[config.mk]
export PLATFORM = sky130hd
export DESIGN_NAME = uart_tx_sched
export DESIGN_NICKNAME = d
export VERILOG_FILES = /design/src/rtl/uart_tx_sched.sv
export SDC_FILE = /design/constraint.sdc
export NUM_CORES = 1
export LEC_CHECK = 0
export ABC_AREA = 0
export CAP_MARGIN = 15
export CORE_UTILIZATION = 35
export DETAILED_ROUTE_END_ITERATION = 10
export GPL_TIMING_DRIVEN = 0
export SYNTH_ARGS = -nofsm -noshare
export SYNTH_HDL_FRONTEND = slang
export SYNTH_SLANG_ARGS = --single-unit
[constraint.sdc]
create_clock -name i_wb_clk -period 2.2 [get_ports i_wb_clk]
set_input_delay 0.33 -clock i_wb_clk [delete_from_list [all_inputs] [get_ports i_wb_clk]]
set_output_delay 0.33 -clock i_wb_clk [all_outputs]
set_load 0.1 [all_outputs]
[src/rtl/uart_tx_sched.sv]
// Round-robin scheduler that lets NREQ byte producers share one uart_tx serialiser.
// Each accepted byte gets a launch pulse, is held until done (or a watchdog abort), then a short gap.
module uart_tx_sched #(
  parameter int NREQ           = 4,
  parameter int BITS           = 8,
  parameter int GAP_CYCLES     = 1,
  parameter int TIMEOUT_CYCLES = 4096
) (
  input  logic                 i_wb_clk,
  input  logic                 i_wb_rst_n,
  input  logic [NREQ-1:0]      i_req_valid,
  input  logic [NREQ*BITS-1:0] i_req_data,
  output logic [NREQ-1:0]      o_req_ready,
  output logic                 o_tx_start,
  output logic [BITS-1:0]      o_tx_data,
  input  logic                 i_tx_done,
  output logic [NREQ-1:0]      o_grant,
  output logic                 o_busy,
  output logic                 o_timeout
);

  localparam int PW  = (NREQ > 1) ? $clog2(NREQ) : 1;
  localparam int WDW = $clog2(TIMEOUT_CYCLES + 1);
  localparam logic [PW:0]    NREQ_W   = (PW+1)'(NREQ);
  localparam logic [WDW-1:0] WD_LAST  = WDW'(TIMEOUT_CYCLES - 1);
  localparam logic [3:0]     GAP_LAST = 4'((GAP_CYCLES == 0) ? 0 : GAP_CYCLES - 1);

  typedef enum logic [1:0] {IDLE, LAUNCH, WAIT, GAP} state_t;

  state_t          state_q,    state_d;
  logic [PW-1:0]   rr_ptr_q,   rr_ptr_d;
  logic [WDW-1:0]  wd_cnt_q,   wd_cnt_d;
  logic [3:0]      gap_cnt_q,  gap_cnt_d;
  logic [BITS-1:0] tx_data_q,  tx_data_d;
  logic [NREQ-1:0] grant_q,    grant_d;
  logic            tx_start_q, tx_start_d;
  logic            busy_q,     busy_d;

  logic            pick_vld;
  logic [PW-1:0]   pick_idx;
  logic [NREQ-1:0] pick;
  logic [BITS-1:0] pick_data;
  logic            accept;
  logic            timeout_hit;

  // (base + off) modulo NREQ without a divider; both operands are < NREQ.
  function automatic logic [PW-1:0] wrap_inc(input logic [PW-1:0] base, input int unsigned off);
    logic [PW:0] sum;
    sum = {1'b0, base} + (PW+1)'(off);
    if (sum >= NREQ_W) sum = sum - NREQ_W;
    return sum[PW-1:0];
  endfunction

  always_comb begin
    pick_vld  = 1'b0;
    pick_idx  = '0;
    for (int i = 0; i < NREQ; i++) begin
      if (!pick_vld && i_req_valid[wrap_inc(rr_ptr_q, i)]) begin
        pick_vld = 1'b1;
        pick_idx = wrap_inc(rr_ptr_q, i);
      end
    end
    pick = '0;
    if (pick_vld) pick[pick_idx] = 1'b1;
    pick_data = '0;
    for (int k = 0; k < NREQ; k++) begin
      if (pick[k]) pick_data = i_req_data[k*BITS +: BITS];
    end
  end

  assign accept      = (state_q == IDLE) && pick_vld;
  // Ready is combinational from valid, so it is gated off while reset is held.
  assign o_req_ready = (accept && i_wb_rst_n) ? pick : '0;
  // A done arriving on the last watchdog cycle takes precedence over the abort.
  assign timeout_hit = (state_q == WAIT) && !i_tx_done && (wd_cnt_q == WD_LAST);
  assign o_timeout   = timeout_hit;

  always_comb begin
    state_d    = state_q;
    rr_ptr_d   = rr_ptr_q;
    wd_cnt_d   = wd_cnt_q;
    gap_cnt_d  = gap_cnt_q;
    tx_data_d  = tx_data_q;
    grant_d    = grant_q;
    tx_start_d = 1'b0;
    case (state_q)
      IDLE: begin
        if (accept) begin
          state_d    = LAUNCH;
          tx_data_d  = pick_data;
          grant_d    = pick;
          rr_ptr_d   = wrap_inc(pick_idx, 1);
          tx_start_d = 1'b1;
        end
      end
      LAUNCH: begin
        wd_cnt_d = '0;
        state_d  = WAIT;
      end
      WAIT: begin
        if (i_tx_done || timeout_hit) begin
          if (GAP_CYCLES == 0) begin
            state_d = IDLE;
            grant_d = '0;
          end else begin
            state_d   = GAP;
            gap_cnt_d = '0;
          end
        end else begin
          wd_cnt_d = wd_cnt_q + 1'b1;
        end
      end
      GAP: begin
        if (gap_cnt_q == GAP_LAST) begin
          state_d = IDLE;
          grant_d = '0;
        end else begin
          gap_cnt_d = gap_cnt_q + 4'd1;
        end
      end
      default: begin
        state_d = IDLE;
        grant_d = '0;
      end
    endcase
    busy_d = (state_d != IDLE);
  end

  always_ff @(posedge i_wb_clk or negedge i_wb_rst_n) begin
    if (!i_wb_rst_n) begin
      state_q    <= IDLE;
      rr_ptr_q   <= '0;
      wd_cnt_q   <= '0;
      gap_cnt_q  <= '0;
      tx_data_q  <= '0;
      grant_q    <= '0;
      tx_start_q <= 1'b0;
      busy_q     <= 1'b0;
    end else begin
      state_q    <= state_d;
      rr_ptr_q   <= rr_ptr_d;
      wd_cnt_q   <= wd_cnt_d;
      gap_cnt_q  <= gap_cnt_d;
      tx_data_q  <= tx_data_d;
      grant_q    <= grant_d;
      tx_start_q <= tx_start_d;
      busy_q     <= busy_d;
    end
  end

  assign o_tx_start = tx_start_q;
  assign o_tx_data  = tx_data_q;
  assign o_grant    = grant_q;
  assign o_busy     = busy_q;

endmodule

======== Word level (Yosys, flattened, before mapping) ========
Index checks and enable logic that the tools add are counted.
cells by class
  add/subtract/negate cells ............... 11
  $mul .................................... 0
  divide/modulo/power cells ............... 0
  magnitude comparators ................... 11
  equality and inequality tests ........... 9
  shift operators ......................... 0
  multiplexer cells ....................... 43
  bitwise gates (word level) .............. 0
  reduce and logical (&&, ||, !) cells .... 23
operator list
  operator                                                  count
  two-way mux 8 bit                                         4
  case mux 13 bit (2 select lines)                          1
  two-way mux 2 bit                                         12
  two-way mux 4 bit                                         6
  case mux 4 bit (2 select lines)                           2
  < comparator 2 x 3 -> 1 bit, second input constant        5
  adder 13 x 1 -> 13 bit, second input constant             1
  equality test 13 x 12 -> 1 bit, second input constant     1
  two-way mux 13 bit                                        1
  greater-or-equal comparator 3 bit, second input constant  4
  two-way mux 1 bit                                         11
  subtractor 2 x 1 -> 2 bit, second input constant          5
  binary-select mux 1 bit (select 2 bit)                    4
  logical AND 1 bit                                         8
  inequality test 2 bit, second input constant              4
  case mux 2 bit (4 select lines)                           1
  nonzero test 2 bit                                        4
  adder 2 x 1 -> 3 bit, second input constant               2
  adder 2 x 2 -> 3 bit, second input constant               2
  AND reduction 3 bit                                       2
  adder 4 x 1 -> 4 bit, second input constant               1
  equality test 2 bit, second input constant                2
  logical NOT 1 bit                                         4
  logical NOT 4 bit                                         1
  other kinds (8)                                           9
storage, ports and cells
  register bits ........................... 35
  bits in latches ......................... 0
  memory bits (writable) .................. 0
  bits in read-only memories .............. 0
  input port bits ......................... 39
  output and inout port bits .............. 19
  logic and storage cells ................. 105
  memories kept ........................... 0

======== Longest topological paths before layout ========
  depth after elaboration ................. 23
  depth in mapped cells ................... 9

======== Least setup slack after synthesis ========
OpenSTA, ideal clock, no wires.
  path kind ............................... register to output
  start point ............................. register rr_ptr_q[1]
  end point ............................... output o_req_ready[3]
  arrival ................................. 2,501 ps
  setup slack ............................. -631 ps
  stages on the path, launching flop included .. 7
  cell sequence ........................... dfrtp_1 mux2i_1 a211oi_1 ha_1 clkbuf_1 clkbuf_1 and3_1
between the ends
  word-level cells in the longest chain between the ends .. 20
ends and longest elaborated chain
  item                                                                           RTL line  source
  start: declaration                                                             31        logic [PW-1:0] rr_ptr_q, rr_ptr_d;
  start signal: assignment                                                       141       rr_ptr_q <= rr_ptr_d;
  parallel branches: the longest is 19 deep, another holds adder 2 x 1 -> 3 bit  --
  two-way mux 4 bit *                                                            73        assign o_req_ready = (accept && i_wb_rst_n) ? pick : '0;
  end: declaration                                                               13        output logic [NREQ-1:0] o_req_ready,
Every way passes the cells marked *. The select of a mux whose other input is x is not followed.

======== Worst setup path in the final report ========
  start point ............................. register rr_ptr_q[1]
  end point ............................... output o_req_ready[2]
The elaborated chain is that of the path after synthesis.

==> flow_metrics.py <==
metrics = {
    "placed_design": {
        "port_buffers": 57,
        "dpl.hpwl_um": 4105,
        "place_ws_ps": -1742,
        "place.gp.congestion": 0.8201,
    },
    "timing": {
        "rsz0062_at_grt": "true",
        "fmax_ghz": 0.4320,
        "fin_crit_sh_pct": 105.2,
        "skew_ps": 6.964,
        "hold_viol": 0,
        "drv_slew": 0,
        "fin_setup_tns_ps": -331.6,
        "worst_slack_ps": -115.0,
        "relSlewSlack_pct": 31.24,
        "worst_pin_slew_ps": 1028,
        "setup-violations-final": 4,
        "layout_min_cycle_time_ps": 2315,
    },
    "synthesis": {
        "yosysWarnings": 0,
        "synth_top_family_by_area": "simple AND/OR/NAND/NOR gates",
        "synth_area_leaders": "dfrtp_1 (42%), ha_1 (4.2%), nand2_1 (3.4%)",
        "synth_seq_cells": 35,
        "synth_simple_gate_area_share_pct": 22.84,
        "synth_xor_area_share_pct": 0.8328,
        "netlist.area_leader.share_pct": 41.64,
        "synth_edf_count": 0,
        "synthesis.nets": 269,
        "async_flop_share_pct": 100.0,
        "syn_avg_cell_area_sq_um": 9.432,
        "netlist_area_sq_um": 2103,
        "synthCells": 223,
        "synthMuxAreaShare_pct": 1.487,
        "yosysUniqueCellTypes": 53,
        "synth_top_area_cell": "dfrtp_1",
        "synthAdderAreaFrac_pct": 4.164,
        "synth.yosys.seq_area_share_pct": 41.64,
        "synth_compound_area_share_pct": 22.01,
        "synth_top_flop_cell": "dfrtp_1",
    },
    "floorplan": {
        "dieArea_sq_um": 6323,
        "dieHeight_um": 79.52,
        "core.rowCount": 27,
        "die_x_um": 79.52,
        "io-pin-count": 58,
        "start_util_pct": 37.28,
        "core-area_sq_um": 5642,
    },
    "grt": {
        "grt_remaining_overflow": 0,
        "antenna_found_initial": 0,
        "grt_pass1_wl_um": 10300,
        "grt_max_degree": 40,
        "grt_pass1_vias": 2186,
        "grt_use_total_pct": 21.27,
    },
    "cells_and_area": {
        "most-common-layout-cells": "clkdlybuf4s50_1 (45), dfrtp_1 (34), nand2_1 (19)",
        "n_antenna_cell": 0,
        "final_core_util_pct": 57.91,
        "final_common_cell": "clkdlybuf4s50_1",
        "drive_above_1_share_pct": 25.66,
        "multi_input_area_sq_um": 1229,
        "regArea_sq_um": 877.1,
        "nets": 349,
        "area_growth_syn_to_layout_pct": 55.32,
        "fillers": 503,
    },
    "critical_path": {
        "required_ps": 1870,
        "critical_path_class": "reg -> out",
        "crit_slowest_cell": "dfrtp_2",
        "crit_path_max_incr_delay_ps": 460,
        "worstPathMaxFanout": 10,
        "path_cells": "mux2i_1 > a211oi_2 > buf_4 > inv_4 > ha_4 > clkbuf_16 > and3_4 > buf_12",
        "critical_path_arrival_ps": 1990,
        "worstSetupEndpointType": "output pin",
        "start_kind": "flip-flop",
    },
    "drt": {
        "avgRoutedWirePerCell_um": 16.03,
        "ant_nets": 0,
        "drtIter0Drc": 64,
        "wl_um": 6028,
        "drt_drc_violations_left": 0,
        "firstDrtPassIters": 4,
        "post_drt_via_cell_ratio": 5.346,
        "vias": 2010,
    },
    "pwr": {
        "power_density_nw_per_um2": 1343,
        "ir_drop_v": 0.0007779,
        "p_leak_nw": 1.437,
        "power_mw": 4.389,
    },
    "clock_network": {
        "h-tree-depth": 2,
        "clock_path_buffers": 2,
        "cts_made_buffers": 5,
        "cts.reportedPaths.clkPinSlew_ps": 70,
        "clock-root-buffer": "clkbuf_8",
        "cts_tree": "yes",
        "clock_latency_ps": 300,
        "cts.sinks": 35,
    },
    "run_status": {
        "status": "finished, violations left",
        "violations": "negative setup slack",
    },
    "job": {
        "cap_violations": 0,
    },
    "worst_hold_path": {
        "hp-class": "in -> async",
    },
}
==> critical path, delay by kind of cell, from the launching register on <==
kind | cells | cell delay, ps
AND/OR/NAND/NOR | 1 | 180
buffers and inverters | 4 | 540
adder cells (fa/ha/maj) | 1 | 160
AO/OA/AOI/OAI | 1 | 180
multiplexers | 1 | 150
flip-flops | 1 | 460
==> power breakdown <==
group / switching (mW) / internal [mW]
sequential: 0.151 / 0.837
combinational: 1.75 / 1.04
clock: 0.253 / 0.367
==> Yosys cell counts (all sizes together) (2+ instances only) <==
cell     n
dfrtp   35
nand2   19
nor2    17
inv     16
nand3   12
a21oi   10
a31oi    9
a211o    8
a211oi   8
clkbuf   8
and3b    7
ha       7
buf      6
nand4    6
and3     5
a22o     4
o21ai    4
nor3b    3
nor4     3
or3b     3
mux2i    2
o211ai   2
o21a     2
o31ai    2
o41ai    2
or3      2
or4      2
==> layer usage <==
metal	vias up	GRT usage, %	routed length (um)
li1	989	-	-
met1	959	27.02	2789
met2	52	33.50	2784
met3	10	6.057	346
met4	0	9.091	108
met5	-	0	0
==> worst paths after layout <==
kind	start	end	slack, ps	cells after the start
hold reg to reg	o_grant[1]	o_grant[1]	520	1
hold / removal	i_wb_rst_n	gap_cnt_q[0]	160	1
min in group i_wb_clk	o_grant[1]	o_grant[1]	520	1
max in group asynchronous	i_wb_rst_n	rr_ptr_q[1]	1410	1
setup reg to reg	rr_ptr_q[1]	o_tx_data[0]	80	9
setup / recovery	rr_ptr_q[1]	o_req_ready[2]	-120	8
==> flip-flops by register name, summed over array words and instances (netlist names) <==
name and cells:
wd_cnt_q 13, o_tx_data 8, gap_cnt_q 4, o_grant 4
rr_ptr_q 2, state_q 2, o_busy 1, o_tx_start 1
==> timing repair <==
| action | 4_1_cts | 5_1_grt |
|---|---|---|
| endpoints found under the setup margin | 14 | 15 |
| buffers inserted | 12 | 9 |
| pin swaps | 7 | 10 |
| hold buffers | 0 | 0 |
| gates resized for setup | 77 | 17 |
| cloned | 0 | 1 |
==> cells by family after synthesis <==
logic type | count (synthesis)
simple gates | 85
flops | 35
mux | 3
buf+inv | 30
fa+ha+maj | 7
compound gates | 61
xor+xnor | 2
==> through the flow <==
stage | hold WS, ps | area, sq um | cells
after floorplan | 34.41 | 2128 | 223
after CTS | 170.7 | 3172 | 370
after global placement | 488.0 | 2789 | 352
after global routing | 220.9 | 3267 | 376
after detailed placement | 486.7 | 2784 | 352
final | 163.1 | 3267 | 376
==> final cells by class <==
cell class              instances  area share, %
plain buffers                  11          3.792
multi-input cells             158          37.61
inverters                      16          1.992
clock inverters                 2          1.072
clock buffers                   6          2.528
well taps                      72          2.758
flip-flops and latches         35          26.85
repair buffers                 76          23.40
Power figures use the tool's default switching activity.
